[src/rtl/pe_dispatch.sv]
// Operand queue and job sequencer for a floating-point PE computing A*B and C-A*B.
// Runs one job at a time. Each result is held on the output until it is accepted.
module pe_dispatch #(
  parameter int PRECISION  = 32,
  parameter int FIFO_DEPTH = 4,
  parameter int TIMEOUT    = 40
) (
  input  logic                          clk,
  input  logic                          rst,
  input  logic                          in_valid,
  output logic                          in_ready,
  input  logic [PRECISION-1:0]          in_a,
  input  logic [PRECISION-1:0]          in_b,
  input  logic [PRECISION-1:0]          in_c,
  output logic [PRECISION-1:0]          pe_a,
  output logic [PRECISION-1:0]          pe_b,
  output logic [PRECISION-1:0]          pe_c,
  output logic                          pe_begin,
  input  logic [PRECISION-1:0]          pe_mult_result,
  input  logic [PRECISION-1:0]          pe_add_result,
  input  logic                          pe_mult_ready,
  input  logic                          pe_add_ready,
  output logic                          out_valid,
  input  logic                          out_ready,
  output logic [PRECISION-1:0]          out_mult,
  output logic [PRECISION-1:0]          out_sub,
  output logic [3:0]                    out_tag,
  output logic                          out_err,
  output logic                          busy,
  output logic [$clog2(FIFO_DEPTH):0]   fifo_count,
  output logic                          err_sticky
);

  localparam int AW = $clog2(FIFO_DEPTH);
  localparam int CW = AW + 1;
  localparam int TW = $clog2(TIMEOUT + 1);
  localparam int EW = 3 * PRECISION;
  localparam logic [CW-1:0] DEPTH_C    = CW'(FIFO_DEPTH);
  localparam logic [TW-1:0] TIMER_LAST = TW'(TIMEOUT - 1);

  localparam logic [2:0] S_IDLE      = 3'd0;
  localparam logic [2:0] S_ISSUE     = 3'd1;
  localparam logic [2:0] S_WAIT_MULT = 3'd2;
  localparam logic [2:0] S_WAIT_ADD  = 3'd3;
  localparam logic [2:0] S_HOLD      = 3'd4;

  logic [2:0]    state;
  logic [TW-1:0] timer;
  logic [3:0]    job_tag;
  logic [EW-1:0] mem [FIFO_DEPTH];
  logic [AW-1:0] wr_ptr;
  logic [AW-1:0] rd_ptr;
  logic [EW-1:0] head;
  logic          push;
  logic          pop;

  // Readiness depends on the occupancy register only, never on the pop path.
  assign in_ready = (fifo_count < DEPTH_C);
  assign push     = in_valid && in_ready;
  assign pop      = (state == S_IDLE) && (fifo_count != '0);
  assign head     = mem[rd_ptr];
  assign pe_begin = (state == S_ISSUE);
  assign busy     = (state != S_IDLE);

  always_ff @(posedge clk) begin
    if (push) begin
      mem[wr_ptr] <= {in_a, in_b, in_c};
    end
  end

  // Power-of-two depth lets both pointers wrap by plain overflow.
  always_ff @(posedge clk) begin
    if (rst) begin
      wr_ptr     <= '0;
      rd_ptr     <= '0;
      fifo_count <= '0;
    end else begin
      if (push) begin
        wr_ptr <= wr_ptr + AW'(1);
      end
      if (pop) begin
        rd_ptr <= rd_ptr + AW'(1);
      end
      case ({push, pop})
        2'b10:   fifo_count <= fifo_count + CW'(1);
        2'b01:   fifo_count <= fifo_count - CW'(1);
        default: fifo_count <= fifo_count;
      endcase
    end
  end

  always_ff @(posedge clk) begin
    if (rst) begin
      state      <= S_IDLE;
      timer      <= '0;
      job_tag    <= '0;
      pe_a       <= '0;
      pe_b       <= '0;
      pe_c       <= '0;
      out_valid  <= 1'b0;
      out_mult   <= '0;
      out_sub    <= '0;
      out_tag    <= '0;
      out_err    <= 1'b0;
      err_sticky <= 1'b0;
    end else begin
      case (state)
        S_IDLE: begin
          if (pop) begin
            pe_a    <= head[EW-1 -: PRECISION];
            pe_b    <= head[2*PRECISION-1 -: PRECISION];
            pe_c    <= head[PRECISION-1:0];
            out_tag <= job_tag;
            timer   <= '0;
            state   <= S_ISSUE;
          end
        end

        S_ISSUE: begin
          state <= S_WAIT_MULT;
        end

        // An early add_ready means the PE already finished both results.
        S_WAIT_MULT: begin
          timer <= timer + TW'(1);
          if (pe_add_ready) begin
            out_mult  <= pe_mult_result;
            out_sub   <= pe_add_result;
            out_err   <= 1'b0;
            out_valid <= 1'b1;
            state     <= S_HOLD;
          end else if (timer == TIMER_LAST) begin
            out_mult   <= pe_mult_ready ? pe_mult_result : '0;
            out_sub    <= '0;
            out_err    <= 1'b1;
            err_sticky <= 1'b1;
            out_valid  <= 1'b1;
            state      <= S_HOLD;
          end else if (pe_mult_ready) begin
            out_mult <= pe_mult_result;
            state    <= S_WAIT_ADD;
          end
        end

        S_WAIT_ADD: begin
          timer <= timer + TW'(1);
          if (pe_add_ready) begin
            out_sub   <= pe_add_result;
            out_err   <= 1'b0;
            out_valid <= 1'b1;
            state     <= S_HOLD;
          end else if (timer == TIMER_LAST) begin
            out_sub    <= '0;
            out_err    <= 1'b1;
            err_sticky <= 1'b1;
            out_valid  <= 1'b1;
            state      <= S_HOLD;
          end
        end

        S_HOLD: begin
          if (out_ready) begin
            out_valid <= 1'b0;
            job_tag   <= job_tag + 4'd1;
            state     <= S_IDLE;
          end
        end

        default: begin
          state <= S_IDLE;
        end
      endcase
    end
  end

endmodule

[config.mk]
export PLATFORM = sky130hd
export DESIGN_NAME = pe_dispatch
export DESIGN_NICKNAME = d
export VERILOG_FILES = /design/src/rtl/pe_dispatch.sv
export SDC_FILE = /design/constraint.sdc
export NUM_CORES = 1
export LEC_CHECK = 0
export ABC_AREA = 1
export CAP_MARGIN = 10
export CELL_PAD_IN_SITES_DETAIL_PLACEMENT = 0
export CELL_PAD_IN_SITES_GLOBAL_PLACEMENT = 1
export CORE_UTILIZATION = 42
export DETAILED_ROUTE_END_ITERATION = 8
export GPL_TIMING_DRIVEN = 0
export PLACE_DENSITY_LB_ADDON = 0.1
export SYNTH_ARGS = -nofsm -noshare
export SYNTH_HDL_FRONTEND = slang
export SYNTH_SLANG_ARGS = --single-unit
[constraint.sdc]
create_clock -name clk -period 6.9 [get_ports clk]
set_clock_uncertainty 0.15 [all_clocks]
set_input_delay 1.38 -clock clk [delete_from_list [all_inputs] [get_ports clk]]
set_output_delay 1.38 -clock clk [all_outputs]
set_load 0.005 [all_outputs]
; After elaboration in Yosys (flattened, before gate mapping)
; Memories as Yosys holds them, arrays and structs flattened. A register that Yosys moved wholly into a read port is not among the register bits.
; Index checks and enable logic that the tools add are counted.
[totals]
latch_bits = 0
elab_cells = 76
memories = 1
ff_bits = 91
mem_bits_ro = 0
ramBits = 384
out_inout_bits = 173
input_bits = 166
[memory_table]
columns = memory, depth, word_bits, read_ports, rd_clocked_by_memory_dff, wr, line_no
row1 = mem, 4, 96, 1, 1, 1, 50  ; logic [EW-1:0] mem [FIFO_DEPTH];
[op_classes]
bitwise = 1
mux = 24
n_reduce_logical = 19
n_lt_le_gt_ge = 1
eq_ne = 12
n_mul = 0
div = 0
shifts = 0
n_addsub = 6
[ops]
columns = operator, n
row1 = two-way mux 32 bit, 6
row2 = two-way mux 3 bit, 7
row3 = one-hot mux 3 bit (5 select lines), 1
row4 = one-hot mux 6 bit (2 select lines), 1
row5 = AND reduction 2 bit, 5
row6 = nonzero test 3 bit, 3
row7 = nonzero test 2 bit, 4
row8 = "adder 6 x 1 -> 6 bit, second input constant", 1
row9 = "== test 3 x 2 -> 1 bit, second input constant", 2
row10 = "== test 6 bit, second input constant", 1
row11 = two-way mux 1 bit, 6
row12 = two-way mux 6 bit, 1
row13 = one-hot mux 3 bit (2 select lines), 1
row14 = AND reduction 3 bit, 2
row15 = "adder 2 x 1 -> 2 bit, second input constant", 2
row16 = "adder 4 x 1 -> 4 bit, second input constant", 1
row17 = "inequality test 2 bit, second input constant", 2
row18 = "inequality test 4 bit, second input constant", 1
row19 = AND reduction 4 bit, 1
row20 = "adder 3 x 1 -> 3 bit, second input constant", 1
row21 = "== test 3 x 1 -> 1 bit, second input constant", 1
row22 = "== test 3 bit, second input constant", 1
row23 = zero test 3 bit, 1
row24 = "less-than comparator 3 bit, second input constant", 1
row25 = 9 further kinds, 10

; Depth between registers and ports, before layout
; Gate-level depths: netlist of run 1.
[logic_depth]
depth_word = 4
mapped_depth = 14
mapped_depth_nobuf = 12

; Worst setup path after synthesis of run 1
; OpenSTA, ideal clock, no wires.
[synth_timing]
path_type = input-to-reg
from = input in_valid
to = memory mem[0][0] (netlist bit), enable pin
t_required_ns = 6.198
stages = 2
n_path_buf = 0
slack_ns = 0.645
t_arrival_ns = 5.553
setup_time_ns = 0.552
path_cell_list = nand2_1 nor2_1
[synth_between]
elab_chain_cells = 3
[synth_rtl]
columns = item, line_no
row1 = from (decl), 10  ; input logic in_valid,
row2 = logical AND 1 bit, 59  ; assign push = in_valid && in_ready;
row3 = two-way mux 1 bit, 66  ; if (push) begin
row4 = two-way mux 1 bit (implied by the code), 67  ; mem[wr_ptr] <= {in_a, in_b, in_c};
row5 = to (decl), 50
; No other way between the ends.

; Worst setup path after layout of run 1
[layout_timing]
from = register state[0]
to = output busy
[layout_between]
elab_chain_cells = 1
[layout_rtl]
columns = item, line_no
row1 = from (decl), 47  ; logic [2:0] state;
row2 = from (signal assigned), 94  ; state <= S_IDLE;
row3 = from (signal assigned), 115  ; state <= S_ISSUE;
row4 = from (signal assigned), 120  ; state <= S_WAIT_MULT;
row5 = nonzero test 3 bit, 63  ; assign busy = (state != S_IDLE);
row6 = to (decl), 29  ; output logic busy,
; No other way between the ends.

==> results of run 1 <==
kinds of logic (layout without fill, tap and decap cells):
logic type,count (synthesis),count (layout)
adders and majority gates,8,8
DFF,571,571
AOI/OAI and AO/OA,483,483
other,0,5
and+or+nand+nor,691,691
xor gates and xnor gates,4,4
buffers and inverters,147,613
cell usage after synthesis, types with 2 or more instances:
master,count
a21oi_1,85
buf_2,44
buf_4,5
buf_6,18
clkbuf_1,49
dfxtp_1,187
edfxtp_1,384
ha_1,7
inv_1,26
inv_2,3
nand2_1,160
nand2_2,2
nand3_1,13
nor2_1,507
nor2_4,2
o21ai_0,282
o21ai_1,116
xnor2_1,2
xor2_1,2
cells in the final DEF (no fill, tap or decap), types with 2 or more instances in the layout:
cell	count
inv_4	2
dfxtp_1	187
nor2_1	503
ha_1	7
buf_4	5
nand2_2	2
nand3_1	13
clkinv_1	13
clkbuf_8	3
nand2_1	160
buf_8	2
clkinv_2	9
inv_2	3
diode_2	5
a21oi_1	85
buf_6	18
xor2_1	2
buf_12	16
bufinv_16	5
clkbuf_1	60
clkdlybuf4s50_1	338
buf_2	44
o21ai_1	116
inv_1	26
nor2_4	6
o21ai_0	282
xnor2_1	2
clkbuf_16	65
edfxtp_1	384
sequential cells by signal, summed over array words and instances, names as in the netlist, 2 cells and up:
name / flops
timer: 6
pe_c: 32
job_tag: 4
pe_b: 32
out_sub: 32
rd_ptr: 2
out_tag: 4
wr_ptr: 2
out_mult: 32
fifo_count: 3
state: 3
mem: 384
pe_a: 32
how the worst max path moves through the flow:
stage | startpoint | end | cells past startpoint
3_5_place_dp | in_valid | mem[1][33]$_DFFE_PP_ | 6
6_report | state[0]$_SDFFE_PP0P_ | busy | 3
4_1_cts | state[0]$_SDFFE_PP0P_ | busy | 3
3_3_place_gp | in_valid | mem[1][33]$_DFFE_PP_ | 3
2_1_floorplan | in_valid | mem[0][0]$_DFFE_PP_ | 2
5_1_grt | state[0]$_SDFFE_PP0P_ | busy | 3
worst max-delay path: stages, from the launching register on:
cell and delay, ns:
dfxtp_1 0.48, nor2_4 0.10, nand2_4 0.10, clkdlybuf4s50_1 0.57
power breakdown:
group	internal [mW]	leakage (nW)	switching (mW)	total, mW
sequential	4.18	5.05	0.187	4.36
clock	1.92	0.980	1.30	3.22
combinational	1.33	3.66	1.98	3.31
total	7.42	9.70	3.47	10.9
per-stage QoR:
stage	area, µm²	TNS, ns
floorplan	21300	0
global route	27900	0
CTS	27900	0
detailed placement	25900	0
finish	27900	0
global placement	25500	-1403.49
layer usage:
layer	global-route usage	share of wire	wire length [µm]	vias to the layer above
li1	-	-	-	7409
met1	0.286	0.43	24900	7229
met2	0.359	0.47	26800	445
met3	0.0541	0.072	4150	102
met4	0.0721	0.023	1340	8
met5	0	0.00096	55	-
cell type report:
type / instances / area share
Sequential cell: 571 / 0.548
Timing Repair Buffer: 355 / 0.134
Clock buffer: 79 / 0.0613
Inverter: 29 / 0.00390
Multi-Input combinational cell: 1186 / 0.188
Clock inverter: 32 / 0.0101
Antenna cell: 5 / 0.000449
Buffer: 118 / 0.0244
Tap cell: 672 / 0.0302
==> results_tabular.tex, run 1 <==
\begin{tabular}{lr}
\hline
Metric & Value \\
\hline
\multicolumn{2}{l}{\textbf{STA}} \\
\quad Max transition margin & 0.543 \\
\quad RSZ-0062 raised after global routing & false \\
\quad Final setup margin & around 3.5 ns \\
\quad Worst hold slack across all endpoints & around 0.3 ns \\
\quad Maximum achievable frequency & $\sim$300 MHz \\
\quad Crit path time final & 3.38 ns \\
\quad Period utilisation layout & 0.490 \\
\quad Slew at the pin with the worst max-slew slack & approximately 0.7 ns \\
\quad Final number of max-transition violations & 0 \\
\quad Endpoints failing hold & 0 \\
\quad Setup-failing EPs final & 0 \\
\multicolumn{2}{l}{\textbf{Synthesis}} \\
\quad Cell count after synthesis & between 1,500 and 2,000 \\
\quad Cell type with the highest aggregate area in the netlist & edfxtp\_1 \\
\quad Yosys warning total & 0 \\
\quad Simple-gate area share of the yosys netlist & 0.125 \\
\quad Top flip-flop cell by instance count after synthesis & edfxtp\_1 \\
\quad Synth Net Count & 2,078 \\
\quad Number of distinct standard cells referenced by the synthesized netlist & 29 \\
\quad Portion of synthesized cell area occupied by the leading cell type & 0.542 \\
\quad Syn Area/Cell & between 10 and 15 µm² \\
\quad Adder-cell area share of the yosys netlist & 0.00506 \\
\quad Multiplexer share of the synthesized area & 0 \\
\quad Sequential fraction of the synthesis area & 0.718 \\
\quad Main combinational cell family by area after synthesis & simple AND/OR/NAND/NOR gates \\
\quad Netlist area before placement & 21,300 µm² \\
\quad XOR/XNOR Fraction of Synth Area & 0.00165 \\
\quad Count of flip-flops with a built-in enable after synthesis & about 380 \\
\quad Ranking of synthesized cells by area & edfxtp\_1, dfxtp\_1, nor2\_1, o21ai\_0, nand2\_1 \\
\quad Number of flip-flops and latches in the synthesized netlist & between 500 and 600 \\
\quad Async set-or-reset flop fraction in the synthesized netlist & 0 \\
\quad Post-synthesis compound-gate area fraction & 0.114 \\
\multicolumn{2}{l}{\textbf{CTS}} \\
\quad Number of setup buffers added after CTS & 0 \\
\quad CTS tree & done \\
\quad Clock latency at the later pin of the worst-skew pair & between 0.6 and 0.7 ns \\
\quad Total clock buffers created by CTS & roughly 60 \\
\quad CTS Hold Buffers Added & 0 \\
\quad CTS sink cnt & 571 \\
\quad Max clock buf depth & 3 \\
\quad Depth of the CTS H-tree & 2 \\
\quad CTS clk-pin slew, worst paths & 0.06 ns \\
\quad Cells resized by post-CTS repair & 0 \\
\quad CTS root buf & clkbuf\_16 \\
\multicolumn{2}{l}{\textbf{Global route}} \\
\quad Maximum number of pins on one net before global-route repair & 27 \\
\quad GRT Resource Usage Total & 0.220 \\
\quad Antenna violations before repair & 11 \\
\quad Aggregate global routing overflow & 0 \\
\quad Global-route wire length before repair & roughly 85,000 µm \\
\quad Vias in the first global route & $\sim$15,000 \\
\multicolumn{2}{l}{\textbf{Placed design}} \\
\quad Placement-stage worst setup slack & about 2.9 ns \\
\quad Global placer's final weighted congestion & just under 0.8 \\
\quad Cell total after placement & slightly below 3,000 \\
\quad Final HPWL from detailed placement & between 30,000 and 40,000 µm \\
\quad \# port buffers & approximately 340 \\
\multicolumn{2}{l}{\textbf{Drt}} \\
\quad DR vias & between 15,000 and 20,000 \\
\quad DRT iter0 DRCs & 1,039 \\
\quad DRC violations left & 0 \\
\quad Number of nets with antenna violations after detailed routing & 0 \\
\quad Detailed-route vias per instance & approximately 5.0 \\
\quad Router iterations before antenna repair & 5 \\
\quad Detailed-route wire length per cell & between 15 and 20 µm \\
\quad DRT Wirelength & about 57,000 µm \\
\multicolumn{2}{l}{\textbf{Finish}} \\
\quad Layout Utilization & 0.557 \\
\quad Number of fillers in the final layout & around 4,400 \\
\quad Nets@finish & approximately 2,500 \\
\quad Syn-to-layout area delta & 31.0\% \\
\quad Ratio of cells with drive above 1 in the final layout & 0.0789 \\
\quad Total area of multi-input combinational cells & 5250 µm² \\
\quad Area taken by flip-flops and latches & around 15,000 µm² \\
\quad Post-Layout Cell Count & around 3,000 \\
\multicolumn{2}{l}{\textbf{Floorplanning}} \\
\quad Number of placement rows & 82 \\
\quad Total I/O pin count & 339 \\
\quad Core area & approximately 50,000 µm² \\
\quad Vertical extent of the die & about 230 µm \\
\quad Die Footprint & 51,600 µm² \\
\quad Effective utilization at floorplan & 0.425 \\
\quad Chip width & 227 µm \\
\multicolumn{2}{l}{\textbf{Power}} \\
\quad Post-layout total power & about 11 mW \\
\quad Lkg Pwr & roughly 9.7 nW \\
\quad Total power divided by cell area & approximately 400 nW/µm² \\
\quad IR Drop Worst-Case VDD & between 0.2 and 0.25 mV \\
\multicolumn{2}{l}{\textbf{Worst setup path}} \\
\quad Reg-to-Reg End & mem[1][33]\$\_DFFE\_PP\_ \\
\quad Worst path arrival time & 1.85 ns \\
\quad WS Path Type & reg -> out \\
\quad Startpoint of the most critical register-to-register path & fifo\_count[2]\$\_SDFFE\_PP0P\_ \\
\quad Worst-path maximum fanout & 5 \\
\quad CP Capture Type & output pin \\
\quad Cells on worst reg2reg path & 6 \\
\quad Worst setup slack for register-to-register paths & $\sim$4.3 ns \\
\quad Data required time at the worst endpoint & 5.37 ns \\
\quad Kind of start point of the critical path & flop \\
\multicolumn{2}{l}{\textbf{Min path}} \\
\quad WHS Path Cells & 2 \\
\quad Min-delay worst type & reg -> reg \\
\quad Worst Hold Launch & err\_sticky\$\_SDFFE\_PP0P\_ \\
\quad Endpoint of the worst hold path & err\_sticky\$\_SDFFE\_PP0P\_ \\
\multicolumn{2}{l}{\textbf{Flow run}} \\
\quad \# Max-Cap Violations & 0 \\
\multicolumn{2}{l}{\textbf{Run status}} \\
\quad Outcome & complete, no violations \\
\hline
\end{tabular}
(Power assumes the default switching activity.)
==> run 2: changes to the inputs <==
- clock period: 6.9 -> 3.25 ns (I/O delays scaled with it)
==> results_tabular.tex, run 2 (synthesized netlist as in run 1, its figures left out) <==
\begin{tabular}{lr}
\hline
Metric & Value \\
\hline
\multicolumn{2}{l}{\textbf{Run status}} \\
\quad Outcome & complete, no violations (unchanged) \\
\multicolumn{2}{l}{\textbf{Global route}} \\
\quad Global-route wire length before repair & 84,600 µm (was 85,200 µm) \\
\quad Antenna violations before repair & 6 (was 11) \\
\quad Maximum number of pins on one net before global-route repair & 28 (was 27) \\
\quad GRT Resource Usage Total & 0.218 (was 0.220) \\
\quad Vias in the first global route & 14,800 (was 14,700) \\
\quad Aggregate global routing overflow & 0 (unchanged) \\
\multicolumn{2}{l}{\textbf{CTS}} \\
\quad CTS Hold Buffers Added & 0 (unchanged) \\
\quad CTS sink cnt & 571 (unchanged) \\
\quad CTS root buf & clkbuf\_16 (unchanged) \\
\quad Depth of the CTS H-tree & 2 (unchanged) \\
\quad Cells resized by post-CTS repair & 0 (unchanged) \\
\quad CTS tree & done (unchanged) \\
\quad Clock latency at the later pin of the worst-skew pair & 0.61 ns (about the same) \\
\quad Max clock buf depth & 3 (unchanged) \\
\quad Number of setup buffers added after CTS & 0 (unchanged) \\
\quad Total clock buffers created by CTS & 59 (unchanged) \\
\quad CTS clk-pin slew, worst paths & 0.06 ns (about the same) \\
\multicolumn{2}{l}{\textbf{Finish}} \\
\quad Total area of multi-input combinational cells & 5250 µm² (unchanged) \\
\quad Post-Layout Cell Count & 3,046 (was 3,047) \\
\quad Area taken by flip-flops and latches & 15,300 µm² (unchanged) \\
\quad Max FFs per register & 384 (unchanged) \\
\quad Number of fillers in the final layout & 4,416 (was 4,430) \\
\quad Syn-to-layout area delta & 30.9\% (was 31.0\%) \\
\quad Commonest non-fill, non-tap cells in the layout & nor2\_1, edfxtp\_1, clkdlybuf4s50\_1 (unchanged) \\
\quad Post-route standard cell area excluding fillers & 27,900 µm² (about the same) \\
\quad Register containing the most flip-flops in the final layout & mem (unchanged) \\
\quad Ratio of cells with drive above 1 in the final layout & 0.0810 (was 0.0789) \\
\quad Layout Utilization & 0.557 (about the same) \\
\quad Most common cell after layout, fill and taps aside & nor2\_1 (unchanged) \\
\quad Nets@finish & 2,495 (was 2,494) \\
\multicolumn{2}{l}{\textbf{STA}} \\
\quad Setup TNS & 0 ns (unchanged) \\
\quad Setup-failing EPs final & 0 (unchanged) \\
\quad Crit path time final & $\sim$2.6 ns \\
\quad Period utilisation layout & 0.814 \\
\quad Endpoints failing hold & 0 (unchanged) \\
\quad RSZ-0062 raised after global routing & false (unchanged) \\
\quad Slew at the pin with the worst max-slew slack & 0.715 ns (was 0.686 ns) \\
\quad Worst hold slack across all endpoints & 0.296 ns (was 0.300 ns) \\
\quad Max transition margin & 0.522 (was 0.543) \\
\quad Final setup margin & 0.605 ns (was 3.52 ns) \\
\quad Final number of max-transition violations & 0 (unchanged) \\
\quad Maximum achievable frequency & about 380 MHz \\
\multicolumn{2}{l}{\textbf{Drt}} \\
\quad Detailed-route wire length per cell & 18.6 µm (was 18.8 µm) \\
\quad DRT Wirelength & 56,700 µm (was 57,300 µm) \\
\quad DR vias & 15,200 (about the same) \\
\quad DRT iter0 DRCs & 963 (was 1,039) \\
\quad Router iterations before antenna repair & 5 (unchanged) \\
\quad DRC violations left & 0 (unchanged) \\
\quad Number of nets with antenna violations after detailed routing & 0 (unchanged) \\
\quad Detailed-route vias per instance & 4.98 (was 4.99) \\
\multicolumn{2}{l}{\textbf{Placed design}} \\
\quad Final HPWL from detailed placement & 37,800 µm (was 38,300 µm) \\
\quad Cell total after placement & 2,932 (was 2,931) \\
\quad Global placer's final weighted congestion & 0.765 (was 0.780) \\
\quad \# port buffers & 338 (unchanged) \\
\quad Area after detailed placement & 25,900 µm² (about the same) \\
\quad Placement-stage worst setup slack & 0.116 ns (was 2.92 ns) \\
\multicolumn{2}{l}{\textbf{Power}} \\
\quad Switching share of total power & 0.319 (was 0.318) \\
\quad Net switching power of the design & 7.31 mW (was 3.47 mW) \\
\quad P\_int & 15.6 mW (was 7.42 mW) \\
\quad Post-layout total power & 22.9 mW (was 10.9 mW) \\
\quad Clock power share & 0.291 (was 0.296) \\
\quad Combinational share of power & 0.306 (was 0.304) \\
\quad Sequential group share of total power & 0.404 (was 0.400) \\
\quad IR Drop Worst-Case VDD & 0.475 mV (was 0.234 mV) \\
\quad Total power divided by cell area & 823 nW/µm² (was 391 nW/µm²) \\
\quad Lkg Pwr & 9.68 nW (was 9.70 nW) \\
\multicolumn{2}{l}{\textbf{Worst setup path}} \\
\quad Worst setup slack for register-to-register paths & 0.70 ns (was 4.28 ns) \\
\quad Cells on worst reg2reg path & 13 (was 6) \\
\quad Startpoint of the most critical register-to-register path & state[0]\$\_SDFFE\_PP0P\_ (was fifo\_count[2]\$\_SDFFE\_PP0P\_) \\
\quad Worst-path maximum fanout & 5 (unchanged) \\
\quad Reg-to-Reg End & fifo\_count[2]\$\_SDFFE\_PP0P\_ (was mem[1][33]\$\_DFFE\_PP\_) \\
\quad Critical Path Sink & pe\_begin (was busy) \\
\quad CP Capture Type & output pin (unchanged) \\
\quad CP Launch Point & state[0]\$\_SDFFE\_PP0P\_ (unchanged) \\
\quad WS Path Type & reg -> out (unchanged) \\
\quad Data required time at the worst endpoint & 2.45 ns (was 5.37 ns) \\
\quad Worst path arrival time & 1.85 ns (about the same) \\
\quad Kind of start point of the critical path & flop (unchanged) \\
\multicolumn{2}{l}{\textbf{Floorplanning}} \\
\quad Number of placement rows & 82 (unchanged) \\
\quad Vertical extent of the die & 227 µm (unchanged) \\
\quad Chip width & 227 µm (unchanged) \\
\quad Core area & 50,100 µm² (unchanged) \\
\quad Effective utilization at floorplan & 0.425 (unchanged) \\
\quad Die Footprint & 51,600 µm² (unchanged) \\
\quad Total I/O pin count & 339 (unchanged) \\
\multicolumn{2}{l}{\textbf{Flow run}} \\
\quad \# Max-Cap Violations & 0 (unchanged) \\
\multicolumn{2}{l}{\textbf{Min path}} \\
\quad Min-delay worst type & reg -> reg (unchanged) \\
\hline
\end{tabular}
run 2: critical path: stages, from the launching register on:
cell             delay [ns]
dfxtp_1                0.48
nand3_1                0.16
inv_1                  0.08
clkdlybuf4s50_1        0.52
run 2: area by class of cell:
cell class              instances  area share
flip-flops and latches        571       0.548
multi-input cells            1186       0.189
repair buffers                356       0.135
clock buffers                  92      0.0644
well taps                     672      0.0302
plain buffers                 118      0.0244
clock inverters                19     0.00548
inverters                      29     0.00391
diodes                          3    0.000269
run 2: metal layers:
| metal | track usage | vias up | share of wire |
|---|---|---|---|
| met5 | 0 | - | 0.00081 |
| li1 | - | 7399 | - |
| met4 | 0.0725 | 6 | 0.026 |
| met3 | 0.0452 | 92 | 0.064 |
| met1 | 0.282 | 7259 | 0.44 |
| met2 | 0.366 | 405 | 0.47 |
run 2: how the worst min path moves through the flow:
stage	cells past startpoint	endpoint	slack, ns	start
2_1_floorplan	2	out_valid$_SDFFE_PP0P_	0.29	out_valid$_SDFFE_PP0P_
6_report	2	out_valid$_SDFFE_PP0P_	0.30	out_valid$_SDFFE_PP0P_
3_3_place_gp	2	out_valid$_SDFFE_PP0P_	0.29	out_valid$_SDFFE_PP0P_
5_1_grt	2	out_mult[26]$_SDFFE_PP0P_	0.32	out_mult[26]$_SDFFE_PP0P_
3_5_place_dp	2	out_valid$_SDFFE_PP0P_	0.29	out_valid$_SDFFE_PP0P_
4_1_cts	2	out_valid$_SDFFE_PP0P_	0.30	out_valid$_SDFFE_PP0P_
run 2: power groups by stage:
stage	Sequential, mW	Combinational [mW]	Clock (mW)
2_1_floorplan	9.45	3.80	0
3_3_place_gp	9.49	6.90	0
3_5_place_dp	9.42	7.12	0
4_1_cts	9.27	7.15	6.81
5_1_grt	9.36	7.86	7.07
6_report	9.26	7.01	6.67
